$ cat src/rtl/posit_accum_sched_prodsum_es3.sv
// Interleaved accumulator around a shared 4-stage posit adder: four partial sums, then a 2-level reduction.
// Optional element counter port stat_count is built when POSIT_ACCUM_STATS_EN is defined.
`ifndef POSIT_SERIALIZED_WIDTH_SUM_PRODUCT_SUM_ES3
`define POSIT_SERIALIZED_WIDTH_SUM_PRODUCT_SUM_ES3 32
`endif

module posit_accum_sched_prodsum_es3 #(
    parameter int W = `POSIT_SERIALIZED_WIDTH_SUM_PRODUCT_SUM_ES3
) (
    input  logic         clk,
    input  logic         reset,
    input  logic         in_valid,
    output logic         in_ready,
    input  logic [W-1:0] in_data,
    input  logic         in_truncated,
    input  logic         in_last,
    output logic         out_valid,
    input  logic         out_ready,
    output logic [W-1:0] out_data,
    output logic         out_truncated,
    output logic         add_start,
    output logic [W-1:0] add_in1,
    output logic [W-1:0] add_in2,
    output logic         add_in1_truncated,
    output logic         add_in2_truncated,
    input  logic         add_done,
    input  logic [W-1:0] add_result,
    input  logic         add_truncated
`ifdef POSIT_ACCUM_STATS_EN
    ,
    output logic [15:0]  stat_count
`endif
);

    typedef enum logic [2:0] {S_FLUSH, S_ACCUM, S_DRAIN, S_RED1, S_RED2, S_OUT} state_t;

    localparam logic [W-1:0] ZERO = {{(W-1){1'b0}}, 1'b1};

    state_t       state_q;
    logic [2:0]   cnt_q;
    logic [1:0]   slot_q;
    logic         ret_q;
    logic         sticky_q;
    logic [W-1:0] part_q [4];
    logic [W-1:0] out_data_q;
    logic         out_trunc_q;
    logic         xfer;
    logic         enter_accum;

    assign in_ready          = (state_q == S_ACCUM);
    assign out_valid         = (state_q == S_OUT);
    assign out_data          = out_data_q;
    assign out_truncated     = out_trunc_q;
    assign add_in1_truncated = 1'b0;
    assign add_in2_truncated = 1'b0;
    assign xfer              = in_valid && (state_q == S_ACCUM);
    assign enter_accum       = ((state_q == S_FLUSH) && (cnt_q == 3'd3)) ||
                               ((state_q == S_OUT) && out_ready);

    // In ACCUM a returning result is forwarded straight into the next issue for its slot.
    always_comb begin
        add_start = 1'b0;
        add_in1   = ZERO;
        add_in2   = ZERO;
        case (state_q)
            S_ACCUM: begin
                if (in_valid) begin
                    add_start = 1'b1;
                    add_in1   = in_data;
                    add_in2   = add_done ? add_result : part_q[slot_q];
                end
            end
            S_RED1: begin
                if (cnt_q == 3'd0) begin
                    add_start = 1'b1;
                    add_in1   = part_q[0];
                    add_in2   = part_q[1];
                end else if (cnt_q == 3'd1) begin
                    add_start = 1'b1;
                    add_in1   = part_q[2];
                    add_in2   = part_q[3];
                end
            end
            S_RED2: begin
                if (cnt_q == 3'd0) begin
                    add_start = 1'b1;
                    add_in1   = part_q[0];
                    add_in2   = part_q[1];
                end
            end
            default: ;
        endcase
    end

    always_ff @(posedge clk) begin
        if (reset) begin
            state_q     <= S_FLUSH;
            cnt_q       <= 3'd0;
            slot_q      <= 2'd0;
            ret_q       <= 1'b0;
            sticky_q    <= 1'b0;
            out_data_q  <= ZERO;
            out_trunc_q <= 1'b0;
            for (int i = 0; i < 4; i++) part_q[i] <= ZERO;
        end else begin
            case (state_q)
                S_FLUSH: begin
                    cnt_q <= cnt_q + 3'd1;
                end
                S_ACCUM: begin
                    slot_q   <= slot_q + 2'd1;
                    sticky_q <= sticky_q | (add_done & add_truncated) | (in_valid & in_truncated);
                    if (add_done && !in_valid) part_q[slot_q] <= add_result;
                    if (in_valid && in_last) begin
                        state_q <= S_DRAIN;
                        cnt_q   <= 3'd0;
                    end
                end
                S_DRAIN: begin
                    slot_q   <= slot_q + 2'd1;
                    cnt_q    <= cnt_q + 3'd1;
                    sticky_q <= sticky_q | (add_done & add_truncated);
                    if (add_done) part_q[slot_q] <= add_result;
                    if (cnt_q == 3'd3) begin
                        state_q <= S_RED1;
                        cnt_q   <= 3'd0;
                        ret_q   <= 1'b0;
                    end
                end
                S_RED1: begin
                    cnt_q    <= cnt_q + 3'd1;
                    sticky_q <= sticky_q | (add_done & add_truncated);
                    if (add_done) begin
                        part_q[{1'b0, ret_q}] <= add_result;
                        ret_q <= 1'b1;
                        if (ret_q) begin
                            state_q <= S_RED2;
                            cnt_q   <= 3'd0;
                        end
                    end
                end
                S_RED2: begin
                    if (cnt_q == 3'd0) cnt_q <= 3'd1;
                    if (add_done) begin
                        out_data_q  <= add_result;
                        out_trunc_q <= sticky_q | add_truncated;
                        state_q     <= S_OUT;
                    end
                end
                default: ;
            endcase
            if (enter_accum) begin
                state_q  <= S_ACCUM;
                cnt_q    <= 3'd0;
                slot_q   <= 2'd0;
                sticky_q <= 1'b0;
                for (int i = 0; i < 4; i++) part_q[i] <= ZERO;
            end
        end
    end

`ifdef POSIT_ACCUM_STATS_EN
    logic [15:0] stat_q;

    always_ff @(posedge clk) begin
        if (reset || enter_accum) begin
            stat_q <= 16'd0;
        end else if (xfer && (stat_q != 16'hFFFF)) begin
            stat_q <= stat_q + 16'd1;
        end
    end

    assign stat_count = stat_q;
`endif

endmodule

$ cat config.mk
export PLATFORM = sky130hd
export DESIGN_NAME = posit_accum_sched_prodsum_es3
export DESIGN_NICKNAME = d
export VERILOG_FILES = /design/src/rtl/posit_accum_sched_prodsum_es3.sv
export SDC_FILE = /design/constraint.sdc
export NUM_CORES = 1
export LEC_CHECK = 0
export ABC_CLOCK_PERIOD_IN_PS = 7210
export CORE_MARGIN = 4
export CORE_UTILIZATION = 40
export CTS_BUF_LIST = sky130_fd_sc_hd__clkbuf_4
export CTS_CLUSTER_DIAMETER = 100
export CTS_CLUSTER_SIZE = 12
export DETAILED_ROUTE_END_ITERATION = 16
export GPL_ROUTABILITY_DRIVEN = 0
export SLEW_MARGIN = 40
export SYNTH_ARGS = -nofsm -noshare
export SYNTH_HDL_FRONTEND = slang
export SYNTH_SLANG_ARGS = --single-unit
$ cat constraint.sdc
create_clock -name clk -period 7.21 [get_ports clk]
set_clock_uncertainty 0.05 [all_clocks]
set_input_delay 1.442 -clock clk [delete_from_list [all_inputs] [get_ports clk]]
set_output_delay 1.442 -clock clk [all_outputs]
set_load 0.01 [all_outputs]
### Word-level counts from Yosys, hierarchy flattened

Memories as Yosys holds them, arrays and structs flattened. A register that Yosys moved wholly into a read port is not among the register bits.
Cells that the tools add are included.

* memories: 1
* RAM bits: 128
* register bits after elaboration: 43

Memories
* part_q: words 4, bits a word 32, read ports 5, clocked after memory_dff 1, wr ports 4, line 44 `logic [W-1:0] part_q [4];`

* mux-type cells: 62
* $add $sub $neg: 2
* bitwise gates (word level): 10
* equal/unequal tests: 18
* reduce and logical (&&, ||, !) cells: 23

Operators with widths (count)
* $mux 32: 16
* $pmux 32 s3: 2
* $reduce_or 32->1: 2
* $mux 3: 10
* $mux 1: 25
* $pmux 3 s5: 1
* $ne 3x3->1 const B: 4
* $pmux 3 s4: 1
* $reduce_and 6->1: 2
* $ne 2x2->1 const B: 5
* $reduce_bool 5->1: 2
* $eq 3x2->1 const B: 3
* $mux 2: 4
* $or 1x1->1: 8
* $eq 3x1->1 const B: 2
* $eq 3x3->1 const B: 2
* $logic_not 3->1: 2
* $reduce_and 3->1: 2
* $reduce_or 2->1: 3
* $logic_and 1x1->1: 4
* $pmux 1 s2: 2
* $reduce_bool 2->1: 2
* $reduce_bool 4->1: 1
* $add 3x1->3 const B: 1
* other kinds (8): 9

### Logic depth before layout (Yosys ltp)

Gate-level depths: netlist (run 1).

* word-level depth: 10
* depth in mapped cells: 7

### Worst setup path before layout (run 1)

Ideal clock, no wire load.

* kind: input to register
* start point: input in_valid
* end point: memory part_q[3][0] in the netlist's numbering (enable)
* path buffers: 0
* data required time: 6.694 ns
* cell stages on the path: 3
* data arrival time: 4.463 ns
* path slack: 2.232 ns
* cell sequence: or3b_1 > a211o_1 > o21ai_0

RTL lines
* start, declared: line 12 `input logic in_valid,`
* end, declared: line 44

### Final worst setup path (run 1)

* start point: input in_valid
* end point: output add_in1[31]

* cells in the longest elaborated chain, start to end: 2

RTL lines
* $mux 32: line 67 `if (in_valid) begin`
* $pmux 32 s3: line 65 `case (state_q)`
* end, declared: line 22 `output logic [W-1:0] add_in1,`

Every way passes these cells.

==> results of run 1 <==
## per-stage QoR
step / util [%] / power (mW) / std cells / cell area, sq um / worst slack (ns)
floorplan: - / 1.509 / 834 / 9089 / 2.232
global placement: 49.78 / 1.720 / 1223 / 11000 / 1.895
detailed placement: 50.53 / 1.727 / 1230 / 11160 / 2.100
CTS: 52.19 / 2.423 / 1262 / 11530 / 2.093
global route: 52.22 / 2.513 / 1263 / 11540 / 1.963
finish: 52.22 / 2.406 / 1263 / 11540 / 2.077
## worst max-delay path by stage
stage	from	endpoint	slack, ns	depth (start not counted)
2_1_floorplan	in_valid	part_q[3][0]	2.23	3
3_3_place_gp	in_valid	add_in2[30]	1.89	6
3_5_place_dp	add_done	add_in2[20]	2.10	6
4_1_cts	add_done	add_in2[20]	2.09	6
5_1_grt	state_q[0]	add_in2[18]	1.96	6
6_report	in_valid	add_in1[31]	2.08	6
## flip-flops by register name (all words and copies together), names as in the netlist, named ones only
signal,cells
part_q,128
out_data,32
cnt_q,3
state_q,3
slot_q,2
out_truncated,1
ret_q,1
sticky_q,1
## cells in the mapped netlist (all sizes together) (2+ instances only)
| master | number | area [sq um] |
|---|---|---|
| nor2 | 12 | 45.04 |
| and2 | 94 | 588.1 |
| buf | 20 | 105.1 |
| mux2 | 62 | 698.2 |
| o22ai | 32 | 200.2 |
| nor2b | 67 | 419.2 |
| dfxtp | 45 | 900.9 |
| ha | 5 | 62.56 |
| edfxtp | 128 | 3844 |
| and3 | 32 | 200.2 |
| or3b | 3 | 26.28 |
| inv | 8 | 30.03 |
| a221o | 62 | 620.6 |
| or2 | 4 | 25.03 |
| nor3b | 2 | 15.01 |
| o21bai | 2 | 15.01 |
| nand2 | 73 | 274.0 |
| xnor2 | 2 | 17.52 |
| a21oi | 43 | 219.0 |
| a211oi | 3 | 27.52 |
| or3 | 3 | 18.77 |
| a31oi | 2 | 12.51 |
| nand2b | 7 | 43.79 |
| a211o | 2 | 17.52 |
| clkbuf | 50 | 193.9 |
| nand3 | 3 | 15.01 |
| nor3 | 37 | 185.2 |
| o21ai | 8 | 43.79 |
## critical path, stage by stage
cell	delay [ns]
clkdlybuf4s50_1	0.59
nor2b_4	0.22
buf_4	0.41
and3_1	0.25
a221o_1	0.16
clkdlybuf4s50_1	0.55
## final cells by class
class	instances	share of cell area (%)
timing repair buffer	186	16.48
tap	280	3.037
inverter	8	0.2603
sequential	173	41.16
clock inverter	12	1.876
antenna	1	0.02169
clock buffer	20	1.301
multi-input combinational	583	35.86
## power by group
group / internal, mW / total (mW) / leakage [nW] / switching (mW)
sequential: 1.18 / 1.24 / 1.68 / 0.0655
clock: 0.355 / 0.698 / 0.189 / 0.343
combinational: 0.207 / 0.466 / 2.23 / 0.260
total: 1.74 / 2.41 / 4.10 / 0.668
## metal layers
metal	vias up	wire [um]	track usage (%)
met5	-	13	0
met4	2	318	4.576
met3	30	1781	5.003
met2	256	13620	37.00
met1	3626	12650	29.98
li1	3375	-	-
## cell families after synthesis
kind of cell,after synthesis,synth area share (%)
AND/OR/NAND/NOR,343,21.21
AO/OA/AOI/OAI,168,14.09
XOR/XNOR,2,0.1928
flip-flops,173,52.22
adder cells (fa/ha/maj),5,0.6886
buffers and inverters,78,3.622
multiplexers,63,7.933
other,1,0.04128
==> out/metrics.yaml, run 1 <==
run_status:
  status: "completed"
grt:
  grtUsageTotal_pct: 22.19
  grt_pass1_wl_mm: 44.53
  grt_max_degree: 40
  antenna_found_initial: 2
  overflow: 0
  grt_pass1_vias: 7461
critical_path:
  critPathKind: "primary input to output pin"
  cp-start-kind: "primary input"
  reg2regPathDepth: 5
  worstPathArrival_ns: 3.64
  r2r_slack_ns: 4.04
  endpoint_kind: "output pin"
  r2r-end: "part_q[1][25]"
  cp_data_required_time_ns: 5.72
  reg2reg_from: "state_q[0]"
  crit_fanout: 33
layout:
  fillers: 2004
  multi_input_area_sq_um: 4138
  final_common_cell: "clkdlybuf4s50_1"
  final_cell_mix: "clkdlybuf4s50_1, edfxtp_1, and2_1, nand2_1, nor2b_1"
  syn_to_final_growth_pct: 26.99
  final_nets: 1046
  register_area_sq_um: 4748
  drive_gt1_share_pct: 13.54
detailed_routing:
  drc: 0
  routed-via-count: 7289
  drt-vias-per-instance: 5.771
  drt-initial-drc-count: 508
  ant_nets: 0
  routedWlPerCell_um: 22.47
  routed_wl_mm: 28.37
  dr.pass1.iters: 5
floorplan:
  initial_utilization_pct: 41.12
  die_area_sq_um: 25190
  dieHeight_um: 158.7
  ios: 174
  coreArea_sq_um: 22090
  std_cell_rows: 54
  die_w_um: 158.7
cts:
  cts_buffers: 17
  tritoncts: "built"
  clockBufferDepth: 2
  cts.htree.levels: 4
  cts-root-buf: "clkbuf_4"
  ctsHoldBuffers: 0
  clkSinkCount: 173
  clkSlewWorstSetupHoldPaths_ns: 0.14
  cts_setup_buffers: 0
  clkLatencyLatePin_ns: 0.55
  cts_resized: 0
timing:
  setup_viol: 0
  max_freq_mhz: 194.8
  worst_slew_pin_slew_ns: 0.8198
  totalNegativeSetupSlack_ns: 0
  final_max_slew_viol_count: 0
  grt_setup_unrepaired: "no"
  fin_crit_sh_pct: 71.19
  hold_ws_ns: 0.4101
  fin_crit_ns: 5.133
  maxSlewHeadroom_pct: 45.27
  report.final.hold_viol_count: 0
logic_synthesis:
  syn_avg_cell_area_sq_um: 10.91
  synth-seq-cells: 173
  yosysWarnings: 0
  synth-edff-count: 128
  ys_seq_area_share_pct: 52.22
  synthFlopType: "edfxtp_1"
  synth-async-reset-ratio_pct: 0
  yosysUniqueCellTypes: 59
  synth_area_sq_um: 9085
  syn_inst: 833
pwr:
  power_density_nw_per_um2: 208.6
  ir_drop_v: 0.00009732
  p_leak_nw: 4.098
placement:
  numPortBuffers: 171
  dp_hpwl_mm: 17.37
run:
  max_cap_violations: 0
hold_path:
  hp-start: "out_data[5]"
  min_path_type: "flop to flop"
  hold_end: "out_data[5]"
  worstHoldPathCells: 2
(Power assumes the default switching activity.)
==> run 2, diff against run 1 <==
--- a/config.mk
+++ b/config.mk
@@ -5,7 +5,7 @@
 export SDC_FILE = /design/constraint.sdc
 export NUM_CORES = 1
 export LEC_CHECK = 0
-export ABC_CLOCK_PERIOD_IN_PS = 7210
+export ABC_CLOCK_PERIOD_IN_PS = 5200
 export CORE_MARGIN = 4
 export CORE_UTILIZATION = 40
 export CTS_BUF_LIST = sky130_fd_sc_hd__clkbuf_4
==> constraint.sdc (replaced) <==
create_clock -name clk -period 5.2 [get_ports clk]
set_clock_uncertainty 0.05 [all_clocks]
set_input_delay 1.04 -clock clk [delete_from_list [all_inputs] [get_ports clk]]
set_output_delay 1.04 -clock clk [all_outputs]
set_load 0.01 [all_outputs]
==> out/metrics.yaml, run 2 (synthesis results as in run 1) <==
critical_path:
  reg2regPathDepth: 5
  path_delay_family: "buffers and inverters"
  cp_slowest_cell: "dfxtp_1"
  cp-start-kind: "flop"
  r2r-end: "part_q[0][17]"
  r2r_slack_ns: 1.91
  crit_fanout: 34
  worst-path-stages: 7
  cp_data_required_time_ns: 4.11
  worstPathCellList: "nor2b_4 > buf_4 > nand2_2 > buf_4 > nor3_1 > a221o_1 > clkdlybuf4s50_1"
  crit_path_end: "add_in2[19]"
  critPathKind: "flop to output pin"
  cp-startpoint: "state_q[0]"
  endpoint_kind: "output pin"
  path_buf_inv: 3
  crit_top_cell: "buf_4"
  reg2reg_from: "state_q[0]"
  worst_path_largest_cell_delay_ns: 0.78
  worstPathArrival_ns: 3.35
layout:
  largest-register: "part_q"
  drive_gt1_share_pct: 14.18
  largest_register_ffs: 128
  finalNonFillerCells: 1268
  final_nets: 1051
  finish.instance_area_sq_um: 11420
  final_cell_mix: "clkdlybuf4s50_1, edfxtp_1, and2_1, nand2_1, nor2b_1"
  syn_to_final_growth_pct: 25.73
  fillers: 1972
  final_common_cell: "clkdlybuf4s50_1"
timing:
  report.final.hold_viol_count: 0
  grt_setup_unrepaired: "no"
  worst_slew_pin_slew_ns: 0.7746
  setup_viol: 0
  fin_crit_sh_pct: 85.43
  final_max_slew_viol_count: 0
  layout_setup_ws_ns: 0.7576
  maxSlewHeadroom_pct: 48.24
  fin_crit_ns: 4.442
  max_freq_mhz: 225.1
  totalNegativeSetupSlack_ns: 0
cts:
  clockBufferDepth: 2
  cts.htree.levels: 4
  cts_resized: 0
  cts_setup_buffers: 0
  cts-root-buf: "clkbuf_4"
  tritoncts: "built"
  ctsHoldBuffers: 0
  clkSinkCount: 173
  clkSlewWorstSetupHoldPaths_ns: 0.16
  clkLatencyLatePin_ns: 0.57
  cts_buffers: 17
grt:
  grt_pass1_vias: 7466
  antenna_found_initial: 3
  grt_max_degree: 63
  overflow: 0
  grt_pass1_wl_mm: 44.24
  grtUsageTotal_pct: 22.04
pwr:
  p_seq_share_pct: 55.0
  internal_power_mw: 2.130
  p_leak_nw: 4.053
  ir_drop_v: 0.0001273
  power_frac_comb_pct: 21.0
  clkPwrFrac_pct: 24.0
  switchingPower_mw: 0.9881
  power_density_nw_per_um2: 273.0
  swShare_pct: 31.69
floorplan:
  coreArea_sq_um: 22090
  std_cell_rows: 54
  initial_utilization_pct: 41.12
  ios: 174
  die_w_um: 158.7
  die_area_sq_um: 25190
  dieHeight_um: 158.7
placement:
  dpl_worst_slack_ns: 0.9526
  place_inst: 1234
  numPortBuffers: 171
  postPlaceCellArea_sq_um: 11140
  dp_hpwl_mm: 17.11
run_status:
  status: "completed"
detailed_routing:
  routed-via-count: 7206
  dr.pass1.iters: 5
  drc: 0
  drt-initial-drc-count: 515
  routedWlPerCell_um: 22.22
  drt-vias-per-instance: 5.683
  ant_nets: 0
  routed_wl_mm: 28.17
hold_path:
  min_path_type: "flop to flop"
  hp-start: "out_data[18]"
run:
  max_cap_violations: 0
run 2: cell types whose count changed in the layout (fill, tap and decap cells not counted), sizes merged:
| cell | previous run | this run |
|---|---|---|
| bufinv | 6 | 0 |
| buf | 17 | 22 |
| clkinv | 3 | 5 |
| clkbuf | 20 | 17 |
| inv | 9 | 16 |
run 2: worst min-delay path by stage:
stage | slack [ns] | cells past startpoint | endpoint
after floorplan | 0.39 | 1 | sticky_q
after global placement | 0.39 | 2 | out_data[13]
after detailed placement | 0.40 | 2 | out_data[1]
after CTS | 0.42 | 2 | out_data[14]
after global routing | 0.43 | 2 | out_data[16]
final | 0.41 | 2 | out_data[18]
run 2: power by group through the flow:
stage          Sequential, mW  Combinational (mW)  Clock [mW]
2_1_floorplan            1.72               0.378           0
4_1_cts                  1.71               0.654       0.767
6_report                 1.72               0.654       0.748
3_3_place_gp             1.75               0.643           0
5_1_grt                  1.74               0.710       0.823
3_5_place_dp             1.75               0.650           0
run 2: cell type report:
class	count	area [sq um]	area share (%)
timing repair buffer	191	1912	16.74
multi-input combinational	583	4120	36.07
clock buffer	17	127.6	1.117
antenna	1	2.502	0.02191
clock inverter	15	130.1	1.139
sequential	173	4750	41.58
tap	280	350.3	3.067
inverter	8	30.03	0.2629
run 2: worst register-to-register path, stage by stage, from the launching register on:
cell	delay, ns
dfxtp_1	0.78
or3b_1	0.48
a211o_1	0.43
o32a_4	0.46
nand2_2	0.24
buf_4	0.47
run 2: metrics by stage:
step / utilization (%) / power [mW] / hold slack (ns)
after detailed placement: 50.44 / 2.395 / 0.3961
final: 51.70 / 3.118 / 0.4137
after global routing: 51.70 / 3.269 / 0.4333
after global placement: 50.05 / 2.391 / 0.3918
after floorplan: - / 2.093 / 0.3921
after CTS: 51.60 / 3.136 / 0.4159
run 2: layer usage:
metal	global-route usage [%]	routed length, um
met1	29.99	12810
met2	35.89	13340
met3	4.717	1595
met4	6.114	406
met5	0	21
